**src/rtl/mode_sched_if.sv**
```systemverilog
// Front-panel bus between the mode scheduler and the mode blocks / panel I/O.
interface mode_sched_if;
  logic         tick;
  logic         mode_btn;
  logic [5:0]   btn_in;
  logic [3:0]   norm_in;
  logic         alm;
  logic [191:0] disp_in;
  logic [3:0]   mode_en;
  logic [5:0]   btn_out;
  logic [47:0]  disp;
  logic [1:0]   cur_mode;
  logic         ringing;

  modport master (
    output tick, mode_btn, btn_in, norm_in, alm, disp_in,
    input  mode_en, btn_out, disp, cur_mode, ringing
  );

  modport slave (
    input  tick, mode_btn, btn_in, norm_in, alm, disp_in,
    output mode_en, btn_out, disp, cur_mode, ringing
  );
endinterface

```
**src/rtl/mode_sched.sv**
```systemverilog
// Front-panel mode scheduler: time-shares buttons and display between four
// mode blocks, preempts to the alarm while it rings, idles back to clock mode.
//
// state  | meaning
// S_RUN  | normal operation, mode_btn cycles modes, idle timeout active
// S_RING | alarm block forced active until alm falls, then restore saved mode
module mode_sched #(
  parameter int unsigned TIMEOUT = 30
) (
  input  logic        clk,
  input  logic        rst_n,
  mode_sched_if.slave bus
);

  localparam logic [0:0] S_RUN  = 1'b0;
  localparam logic [0:0] S_RING = 1'b1;
  localparam logic [5:0] IDLE_LAST = 6'(TIMEOUT - 1);

  logic [0:0] state, state_nxt;
  logic       hold, hold_nxt;
  logic [5:0] idle_cnt, idle_nxt;
  logic [1:0] saved, saved_nxt;
  logic       pend, pend_nxt;
  logic       alm_q, mode_q;
  logic [1:0] cur_mode_r, mode_nxt;
  logic [3:0] mode_en_r;
  logic [5:0] btn_out_r;
  logic       ringing_r;

  logic alm_rise, alm_fall, mode_edge, norm_cur, any_btn, idle_tick, switching;

  assign alm_rise  = bus.alm & ~alm_q;
  assign alm_fall  = ~bus.alm & alm_q;
  assign mode_edge = bus.mode_btn & ~mode_q;
  assign norm_cur  = bus.norm_in[cur_mode_r];
  assign any_btn   = (bus.btn_in != 6'd0) | bus.mode_btn;
  assign idle_tick = bus.tick & (cur_mode_r != 2'd0) & norm_cur;

  always_comb begin
    state_nxt = state;
    mode_nxt  = cur_mode_r;
    saved_nxt = saved;
    pend_nxt  = pend;
    idle_nxt  = idle_cnt;

    if (state == S_RING) begin
      idle_nxt = '0;
      if (alm_fall) begin
        mode_nxt  = saved;
        state_nxt = S_RUN;
      end
    end else begin
      if (any_btn)
        idle_nxt = '0;
      else if (idle_tick)
        idle_nxt = idle_cnt + 6'd1;

      // A pending preemption is dropped once alm falls before it was taken.
      if (alm_rise || (pend && !alm_fall)) begin
        if (norm_cur) begin
          saved_nxt = cur_mode_r;
          mode_nxt  = 2'd1;
          state_nxt = S_RING;
          pend_nxt  = 1'b0;
        end else begin
          pend_nxt = 1'b1;
        end
      end else begin
        pend_nxt = 1'b0;
        if (idle_tick && (idle_cnt == IDLE_LAST))
          mode_nxt = 2'd0;
        else if (mode_edge && norm_cur && !hold)
          mode_nxt = cur_mode_r + 2'd1;
      end
    end

    switching = (mode_nxt != cur_mode_r);
    if (switching)
      idle_nxt = '0;
    // Hold masks buttons after a switch until the panel is fully released.
    hold_nxt = switching ? 1'b1 : (any_btn ? hold : 1'b0);
  end

  always_ff @(posedge clk or negedge rst_n) begin
    if (!rst_n) begin
      state      <= S_RUN;
      hold       <= 1'b1;
      idle_cnt   <= '0;
      saved      <= '0;
      pend       <= 1'b0;
      alm_q      <= 1'b0;
      mode_q     <= 1'b0;
      cur_mode_r <= '0;
      mode_en_r  <= 4'b0001;
      btn_out_r  <= '0;
      ringing_r  <= 1'b0;
    end else begin
      state      <= state_nxt;
      hold       <= hold_nxt;
      idle_cnt   <= idle_nxt;
      saved      <= saved_nxt;
      pend       <= pend_nxt;
      alm_q      <= bus.alm;
      mode_q     <= bus.mode_btn;
      cur_mode_r <= mode_nxt;
      mode_en_r  <= 4'b0001 << mode_nxt;
      btn_out_r  <= bus.btn_in & {6{~hold}};
      ringing_r  <= (state_nxt == S_RING);
    end
  end

  always_comb begin
    bus.disp = bus.disp_in[47:0];
    case (cur_mode_r)
      2'd0: bus.disp = bus.disp_in[47:0];
      2'd1: bus.disp = bus.disp_in[95:48];
      2'd2: bus.disp = bus.disp_in[143:96];
      2'd3: bus.disp = bus.disp_in[191:144];
      default: bus.disp = bus.disp_in[47:0];
    endcase
  end

  assign bus.cur_mode = cur_mode_r;
  assign bus.mode_en  = mode_en_r;
  assign bus.btn_out  = btn_out_r;
  assign bus.ringing  = ringing_r;

endmodule

```
**src/flat_wrapper.sv**
```systemverilog
// flat-port wrapper written by rule: the top's interface ports become plain ports
module mode_sched_flat 
#(
  parameter int unsigned TIMEOUT = 30
)
  (clk, rst_n, bus_tick, bus_mode_btn, bus_btn_in, bus_norm_in, bus_alm, bus_disp_in, bus_mode_en, bus_btn_out, bus_disp, bus_cur_mode, bus_ringing);
  mode_sched_if bus_i ();
  input  logic clk;
  input  logic rst_n;
  input wire logic [$bits(bus_i.tick)-1:0] bus_tick;
  input wire logic [$bits(bus_i.mode_btn)-1:0] bus_mode_btn;
  input wire logic [$bits(bus_i.btn_in)-1:0] bus_btn_in;
  input wire logic [$bits(bus_i.norm_in)-1:0] bus_norm_in;
  input wire logic [$bits(bus_i.alm)-1:0] bus_alm;
  input wire logic [$bits(bus_i.disp_in)-1:0] bus_disp_in;
  output wire logic [$bits(bus_i.mode_en)-1:0] bus_mode_en;
  output wire logic [$bits(bus_i.btn_out)-1:0] bus_btn_out;
  output wire logic [$bits(bus_i.disp)-1:0] bus_disp;
  output wire logic [$bits(bus_i.cur_mode)-1:0] bus_cur_mode;
  output wire logic [$bits(bus_i.ringing)-1:0] bus_ringing;
  assign bus_i.tick = bus_tick;
  assign bus_i.mode_btn = bus_mode_btn;
  assign bus_i.btn_in = bus_btn_in;
  assign bus_i.norm_in = bus_norm_in;
  assign bus_i.alm = bus_alm;
  assign bus_i.disp_in = bus_disp_in;
  assign bus_mode_en = bus_i.mode_en;
  assign bus_btn_out = bus_i.btn_out;
  assign bus_disp = bus_i.disp;
  assign bus_cur_mode = bus_i.cur_mode;
  assign bus_ringing = bus_i.ringing;
  mode_sched #(.TIMEOUT(TIMEOUT)) u_core (.clk(clk), .rst_n(rst_n), .bus(bus_i));
endmodule
```
**config.mk**
```make
export PLATFORM = sky130hd
export DESIGN_NAME = mode_sched_flat
export DESIGN_NICKNAME = d
export VERILOG_FILES = /design/src/rtl/mode_sched_if.sv /design/src/rtl/mode_sched.sv /design/src/flat_wrapper.sv
export SDC_FILE = /design/constraint.sdc
export NUM_CORES = 1
export LEC_CHECK = 0
export CELL_PAD_IN_SITES_DETAIL_PLACEMENT = 0
export CELL_PAD_IN_SITES_GLOBAL_PLACEMENT = 1
export CORE_MARGIN = 1
export CORE_UTILIZATION = 17
export CTS_BUF_LIST = sky130_fd_sc_hd__clkbuf_4
export CTS_CLUSTER_DIAMETER = 60
export DETAILED_ROUTE_END_ITERATION = 12
export HOLD_SLACK_MARGIN = 0.08
export PLACE_DENSITY_LB_ADDON = 0.12
export SLEW_MARGIN = 20
export SYNTH_ARGS = -nofsm -noshare
export SYNTH_HDL_FRONTEND = slang
export SYNTH_SLANG_ARGS = --single-unit
export TNS_END_PERCENT = 30
```
**constraint.sdc**
```tcl
create_clock -name clk -period 2.11 [get_ports clk]
set_clock_uncertainty 0.1 [all_clocks]
set_input_delay 0.3165 -clock clk [delete_from_list [all_inputs] [get_ports clk]]
set_output_delay 0.3165 -clock clk [all_outputs]
set_load 0.01 [all_outputs]
```
Word-level counts from Yosys, hierarchy flattened
Index checks and enable logic that the tools add are counted.

Word-level logic and storage cells: 65. Register bits: 25. Input port bits: 207. Output and inout bits: 61.

Add/sub/neg operators: 2. Muxes and demuxes: 21. Reductions and logical operators: 12. Bitwise operators: 12. Shift-type cells: 1. Magnitude comparators: 1. Eq/ne operators: 6.

Operators with widths (number): case mux 48 bit (4 select lines) (1); 2-to-1 mux 6 bit (4); 2-to-1 mux 2 bit (6); 2-to-1 mux 1 bit (9); adder 6 x 1 -> 6 bit, second input constant (1); AND 6 bit (1); == test 6 x 5 -> 1 bit, second input constant (1); nonzero test 6 bit (1); AND 1 bit (5); NOT 1 bit (5); == test 2 bit, second input constant (2); logical AND 1 bit (4); nonzero test 4 bit (1); << shifter 1 x 2 -> 4 bit, first input constant (1); less-than comparator 2 x 3 -> 1 bit, second input constant (1); AND reduction 3 bit (1); adder 2 x 1 -> 2 bit, second input constant (1); binary-select mux 1 bit (select 2 bit) (1); == test 2 x 1 -> 1 bit, second input constant (1); zero test 1 bit (2); zero test 2 bit (1); != test 2 bit (1); != test 2 bit, second input constant (1); nonzero test 2 bit (1); 2 further kinds (2).

Longest topological paths before layout
Gate-level depths: netlist of run 1.

Depth in word-level cells: 10. Gate-level depth with buffers: 8. Gate-level depth less buffers: 7.

Worst setup path before layout of run 1
Ideal clock, no wire load.

Path type: register -> output. Start point: register u_core.cur_mode_r[0] (netlist: u_core.bus.cur_mode[0]). End point: output bus_disp[0]. Stages on the path, launching flop included: 8. Buffers on the path: 4. Data required time: 1.694 ns. Arrival time: 1.995 ns. Setup slack: -0.301 ns. Cells stage by stage: dfrtp_1 > buf_6 > inv_1 > ha_1 > clkbuf_1 > buf_1 > buf_2 > mux2i_1.

Cells in the longest elaborated chain, start to end: 2. Elaborated cells on any way between the ends: 5. Those cells by class: eq/ne: 3; mux: 1; reduce/logical: 1.

Ends and longest elaborated chain: from (decl) (RTL line mode_sched.sv:25) `logic [1:0] cur_mode_r, mode_nxt;`; from (signal assigned) (RTL line mode_sched.sv:105) `cur_mode_r <= mode_nxt;`; == test 2 bit, or another cell as far along (RTL line mode_sched.sv:114) `case (cur_mode_r)`; case mux 48 bit (4 select lines) * (RTL line mode_sched.sv:114); to (decl) (RTL line flat_wrapper.sv:18) `output wire logic [$bits(bus_i.disp)-1:0] bus_disp;`.

Mark *: on every way between the ends. The rest lies on a longest branch, timed or not.

Worst setup path after layout of run 1
Start point: register u_core.cur_mode_r[0] (netlist: u_core.bus.cur_mode[0]). End point: output bus_disp[15].

The elaborated chain is that of the path after synthesis.

==> results of run 1 <==
-- cell usage after synthesis (all sizes together), types with 2 or more instances --
cell    number
a222oi      48
nand3        2
nand4        3
dfrtp       23
a21oi        4
nand2b       3
dfstp        2
o22ai        2
nor2b        8
and3         2
nor2        11
and2         2
nand2        7
buf          6
mux2i       49
xor2         4
ha           7
a31oi        2
clkbuf      18
a21o         2
o21ai        5
xnor2        2
nand3b       2
a211oi       2
inv         55
or2          2
-- how the worst min path moves through the flow --
stage / startpoint / to / slack [ps] / cells past startpoint
floorplan: rst_n / u_core.alm_q$_DFF_PN0_ / -80 / 0
global placement: u_core.idle_cnt[5]$_DFFE_PN0P_ / u_core.idle_cnt[5]$_DFFE_PN0P_ / 420 / 2
detailed placement: u_core.idle_cnt[5]$_DFFE_PN0P_ / u_core.idle_cnt[5]$_DFFE_PN0P_ / 420 / 2
CTS: rst_n / u_core.bus.btn_out[4]$_DFF_PN0_ / 250 / 2
global route: rst_n / u_core.bus.btn_out[4]$_DFF_PN0_ / 270 / 2
finish: rst_n / u_core.bus.mode_en[2]$_DFF_PN0_ / 240 / 2
-- cell type report --
| type | instances | share of cell area |
|---|---|---|
| repair buffers | 309 | 0.508 |
| multi-input cells | 186 | 0.303 |
| flip-flops and latches | 25 | 0.109 |
| well taps | 184 | 0.0397 |
| inverters | 55 | 0.0356 |
| clock buffers | 4 | 0.00518 |
-- state kept, by name, summed over array words and instances, names as in the netlist --
register	count
u_core.alm_q	1
u_core.bus.btn_out	6
u_core.bus.cur_mode	2
u_core.bus.mode_en	4
u_core.hold	1
u_core.idle_cnt	6
u_core.mode_q	1
u_core.pend	1
u_core.saved	2
u_core.state	1
-- cells in the final DEF, fill, tap and decap left out, types with 3 or more instances in the layout --
cell,Yosys,final
buf_2,3,48
mux2i_1,49,39
a21oi_1,4,4
buf_4,0,22
o21ai_0,4,3
ha_4,0,4
nand2_1,7,7
dfrtp_1,23,21
a222oi_1,48,48
nor2_1,11,10
xor2_1,4,4
buf_6,1,8
clkbuf_16,0,3
nor2b_1,8,7
buf_12,0,7
inv_1,55,53
clkdlybuf4s50_1,0,219
mux2i_2,0,10
clkbuf_4,0,4
nand4_1,3,3
nand2b_1,3,3
-- timing repair --
| item | in CTS | in global routing |
|---|---|---|
| pin swaps | 37 | 9 |
| gates resized for setup | 218 | 17 |
| setup endpoints to repair | 58 | 60 |
| gates cloned | 2 | 3 |
| buffers inserted | 5 | 0 |
-- metal layers --
layer  part of all wire  vias up
li1                   -     1683
met1               0.39     1725
met2               0.53      146
met3              0.069       12
met4              0.013        0
met5                  0        -
-- cells by family (layout without fill, tap and decap cells) --
group | count (synthesis) | in the layout
AOI/OAI and AO/OA | 74 | 74
muxes | 50 | 50
DFF | 25 | 25
and+or+nand+nor | 49 | 49
xor gates and xnor gates | 6 | 6
buffers and inverters | 79 | 368
adders and majority gates | 7 | 7
-- stage by stage --
step / instances / worst slack (ps) / total power, mW / hold slack (ps) / util
after floorplan: 290 / -26.3 / 2.67 / -79.1 / -
after global placement: 750 / -213 / 4.98 / 416 / 0.392
after detailed placement: 750 / -241 / 4.98 / 425 / 0.392
after CTS: 761 / -252 / 5.08 / 247 / 0.392
after global routing: 763 / -333 / 5.48 / 265 / 0.397
final: 763 / -240 / 5.14 / 238 / 0.397
-- where the power goes --
part           leakage [nW]  total (mW)  internal (mW)  switching, mW
clock network        0.0184       0.233         0.0869          0.146
logic                  2.13        4.23           2.26           1.96
registers             0.323       0.682          0.575          0.107
total                  2.47        5.14           2.93           2.22
==> flow_summary.yaml, run 1 <==
synth:
  synth_top_cell_by_area: "dfrtp_1"
  synth-compound-area-share: 0.267
  synth_cell_types: 49
  synth_top_area_share: 0.225
  avgSynthCellArea_um2: 8.81
  synth_xor_area_frac: 0.0206
  yosys.area_share.simple: 0.111
  synthTopCellsByArea: "dfrtp_1, mux2i_1, a222oi_1"
  synthAdderAreaFrac: 0.0343
  synth_fp_nets: 504
  syn_area_um2: 2550
  synth_seq_cells: 25
  synth_flop_cell: "dfrtp_1"
  synth_top_family_by_area: "compound AO/OA/AOI/OAI gates"
  ys_seq_area_frac: 0.246
  synthArstFlopShare: 1.00
  muxShareOfSynthArea: 0.201
  syn_inst: 290
  yosysWarnings: 0
  synth_edf_count: 0
drt:
  first_pass_iters: 7
  vias_per_cell: 4.67
  wl_per_cell_um: 19.8
  postRouteWirelength_um: 15100
  drc: 0
  vias: 3566
  drtIter0Drc: 329
  ant_nets: 0
clocking:
  clk_latency_ps: 320
  cts_buffers: 3
  cts_tree: "yes"
  hold_buffers: 0
  cts_sinks: 25
  cts.path.max_buffers: 2
  htree_levels: 1
  clk_pin_slew_ps: 130
  clockRootBuffer: "clkbuf_4"
floorplan:
  ioPinCount: 268
  num_rows: 44
  coreArea_um2: 14600
  die_area_um2: 15500
  die_x_um: 125
  die_height_um: 125
  initial_core_util: 0.175
grt:
  grt_antenna_before_repair: 0
  gr-usage-met3: 0.0339
  grt_pass1_wl_um: 22300
  grt_overflow_total: 0
  grt_max_degree: 39
  first_global_vias: 3715
  grt_use_met2: 0.346
  grt_busiest_layer: "met2"
  grtUsageTotal: 0.182
  met1_usage: 0.210
finish:
  regArea_um2: 631
  num-fill-cells: 1465
  area_delta_synth_final_pct: 127
  antennaDiodeCount: 0
  drive_gt1_frac: 0.223
  layout.nets: 794
  multi_input_area_um2: 1760
  final_area_um2: 5800
worst_setup_path:
  worstPathRequired_ps: 1690
  worstPathCellList: "buf_6 > ha_4 > buf_12 > a222oi_1 > mux2i_2 > buf_2"
  critical_path.top_delay_family: "buffers and inverters"
  cp-start-kind: "flip-flop"
  crit_cells: 6
  arrival_ps: 1930
  worst-path-buf-inv: 3
  cp_max_fo: 21
  r2r_slack_ps: -110
  slowest_stage: "dfrtp_2"
  path_class: "reg2out"
  r2r-start: "u_core.bus.cur_mode[0]$_DFF_PN0_"
  reg2reg_to: "u_core.bus.mode_en[1]$_DFF_PN0_"
  critPathLaunch: "u_core.bus.cur_mode[0]$_DFF_PN0_"
  crit_end: "bus_disp[15]"
  r2r_cells: 6
  slowest_delay_ps: 460
  cp-end-kind: "output port"
power_and_ir_drop:
  vdd_drop_max_uv: 382
  p_leak_nw: 2.47
  powerDensity_nw_per_um2: 887
sta:
  fin_tns_setup_ps: -7170
  min_period_ps: 2350
  setup_viol: 57
  worstMarginPinSlew_ps: 403
  rsz0062_at_grt: "yes"
  hold_viol: 0
  maxSlewViolCount: 0
  period_share: 1.11
  max_slew_margin: 0.731
  final.setup.worst_slack_ps: -240
  fmax_mhz: 426
placed_design:
  place_area_um2: 5720
  port_buffers: 267
  dp_hpwl_um: 11800
  gp_congestion: 0.913
run_status:
  status: "complete, but fails checks"
  violations: "negative setup slack"
worst_hold_path:
  hold_path_class: "in2async"
run:
  drv_cap: 0
Power figures use the tool's default switching activity.
==> run 2: changes to the inputs <==
--- a/config.mk
+++ b/config.mk
@@ -7,12 +7,14 @@
 export LEC_CHECK = 0
 export CELL_PAD_IN_SITES_DETAIL_PLACEMENT = 0
 export CELL_PAD_IN_SITES_GLOBAL_PLACEMENT = 1
+export CORE_ASPECT_RATIO = 0.9
 export CORE_MARGIN = 1
 export CORE_UTILIZATION = 17
 export CTS_BUF_LIST = sky130_fd_sc_hd__clkbuf_4
 export CTS_CLUSTER_DIAMETER = 60
 export DETAILED_ROUTE_END_ITERATION = 12
 export HOLD_SLACK_MARGIN = 0.08
+export MAX_ROUTING_LAYER = met4
 export PLACE_DENSITY_LB_ADDON = 0.12
 export SLEW_MARGIN = 20
 export SYNTH_ARGS = -nofsm -noshare
==> flow_summary.yaml, run 2 (same netlist as run 1, synthesis figures left out) <==
finish:
  layout_commonest_cell: "clkdlybuf4s50_1"
  num-fill-cells: 1486
  layout_common_cells: "clkdlybuf4s50_1, inv_1, a222oi_1"
  area_delta_synth_final_pct: 133
  final_area_um2: 5940
  drive_gt1_frac: 0.225
  layout.nets: 802
floorplan:
  ioPinCount: 268
  num_rows: 42
  coreArea_um2: 14700
  die_height_um: 118
  die_area_um2: 15500
  initial_core_util: 0.174
  die_x_um: 131
sta:
  rsz0062_at_grt: "yes"
  fmax_mhz: 422
  hold_viol: 0
  max_slew_margin: 0.685
  maxSlewViolCount: 0
  min_period_ps: 2370
  worstMarginPinSlew_ps: 473
  final.setup.worst_slack_ps: -260
  period_share: 1.12
  setup_viol: 59
drt:
  highest_layer: "met4"
  drtIter0Drc: 343
  vias_per_cell: 4.56
  wl_met1_um: 6250
  vias: 3585
  wl_per_cell_um: 18.9
  wl_met2_um: 7430
  wl_met3_um: 943
  ant_nets: 0
  postRouteWirelength_um: 14900
  first_pass_iters: 8
  drc: 0
placed_design:
  dp_hpwl_um: 11500
  port_buffers: 267
  place_area_um2: 5730
  gp_congestion: 0.938
clocking:
  clk_latency_ps: 310
  hold_buffers: 0
  htree_levels: 1
  cts_tree: "yes"
  cts_sinks: 25
  clk_pin_slew_ps: 140
  cts.path.max_buffers: 2
  cts_buffers: 3
  clockRootBuffer: "clkbuf_4"
worst_setup_path:
  reg2reg_to: "u_core.bus.mode_en[1]$_DFF_PN0_"
  r2r-start: "u_core.bus.cur_mode[0]$_DFF_PN0_"
  worstPathCellList: "buf_6 > ha_4 > buf_12 > a222oi_1 > mux2i_1 > buf_2"
  cp-end-kind: "output port"
  worstPathRequired_ps: 1690
  arrival_ps: 1950
  slowest_stage: "dfrtp_1"
  cp_max_fo: 13
  r2r_slack_ps: -220
  path_class: "reg2out"
  r2r_cells: 7
  cp-start-kind: "flip-flop"
  critPathLaunch: "u_core.bus.cur_mode[0]$_DFF_PN0_"
  slowest_delay_ps: 440
run:
  drv_cap: 0
worst_hold_path:
  hold_path_class: "in2async"
power_and_ir_drop:
  p_leak_nw: 2.54
  power_mw: 5.38
  powerDensity_nw_per_um2: 904
  vdd_drop_max_uv: 327
grt:
  first_global_vias: 3622
  grt_overflow_total: 0
  grt_max_degree: 29
  grt_pass1_wl_um: 22000
  grtUsageTotal: 0.191
  grt_antenna_before_repair: 2
run_status:
  violations: "negative setup slack"
  status: "complete, but fails checks"
run 2: changes by cell type in the layout (fill, tap and decap cells not counted), sizes merged:
| cell | change |
|---|---|
| clkinv | +1 |
| dlymetal6s2s | +1 |
| diode | +2 |
| clkbuf | -2 |
| buf | +9 |
| clkdlybuf4s50 | -1 |
run 2: report_power, final:
part	total (mW)	switching [mW]	leakage [nW]	internal (mW)
clock network	0.216	0.145	0.0177	0.0709
registers	0.675	0.101	0.323	0.573
logic	4.49	2.04	2.20	2.45
total	5.38	2.28	2.54	3.09
run 2: critical path: cells and delay by family (launching register included):
kind / cells / cell delay (ps)
DFF: 1 / 440
AOI/OAI and AO/OA: 1 / 430
buffers and inverters: 3 / 450
muxes: 1 / 130
adders and majority gates: 1 / 180
run 2: through the flow:
step                      hold WS, ps  worst slack (ps)  TNS, ps  cells  utilization
final                             252              -260    -7710    787        0.404
after detailed placement          434              -296    -9600    762        0.390
after global routing              259              -344   -14630    787        0.404
after CTS                         248              -256    -8730    781        0.403
after floorplan                 -79.1             -26.3     -805    290            -
after global placement            419              -304    -9060    762        0.390
run 2: worst max path at each step:
stage | end | slack (ps)
2_1_floorplan | bus_disp[10] | -30
3_3_place_gp | bus_disp[29] | -300
3_5_place_dp | bus_disp[29] | -300
4_1_cts | bus_disp[29] | -260
5_1_grt | bus_disp[29] | -340
6_report | bus_disp[29] | -260
run 2: area by class of cell:
type / count / area (µm²) / share of cell area
Inverter: 55 / 206 / 0.0347
Clock buffer: 3 / 22.5 / 0.00379
Clock inverter: 1 / 5.00 / 0.000842
Tap cell: 198 / 248 / 0.0417
Multi-Input combinational cell: 186 / 1740 / 0.292
Sequential cell: 25 / 629 / 0.106
Antenna cell: 2 / 5.00 / 0.000842
Timing Repair Buffer: 317 / 3090 / 0.520
run 2: repair_timing:
| action | in CTS | in global routing |
|---|---|---|
| setup buffers | 10 | 4 |
| resized for setup | 225 | 11 |
| cloned | 6 | 0 |
| pin swaps | 34 | 15 |
| setup endpoints to repair | 57 | 59 |
run 2: routing by layer:
layer  up-vias  global-route usage
met4         0              0.0478
met2       145               0.330
li1       1708                   -
met5         -                   -
met3        14              0.0283
met1      1718               0.231
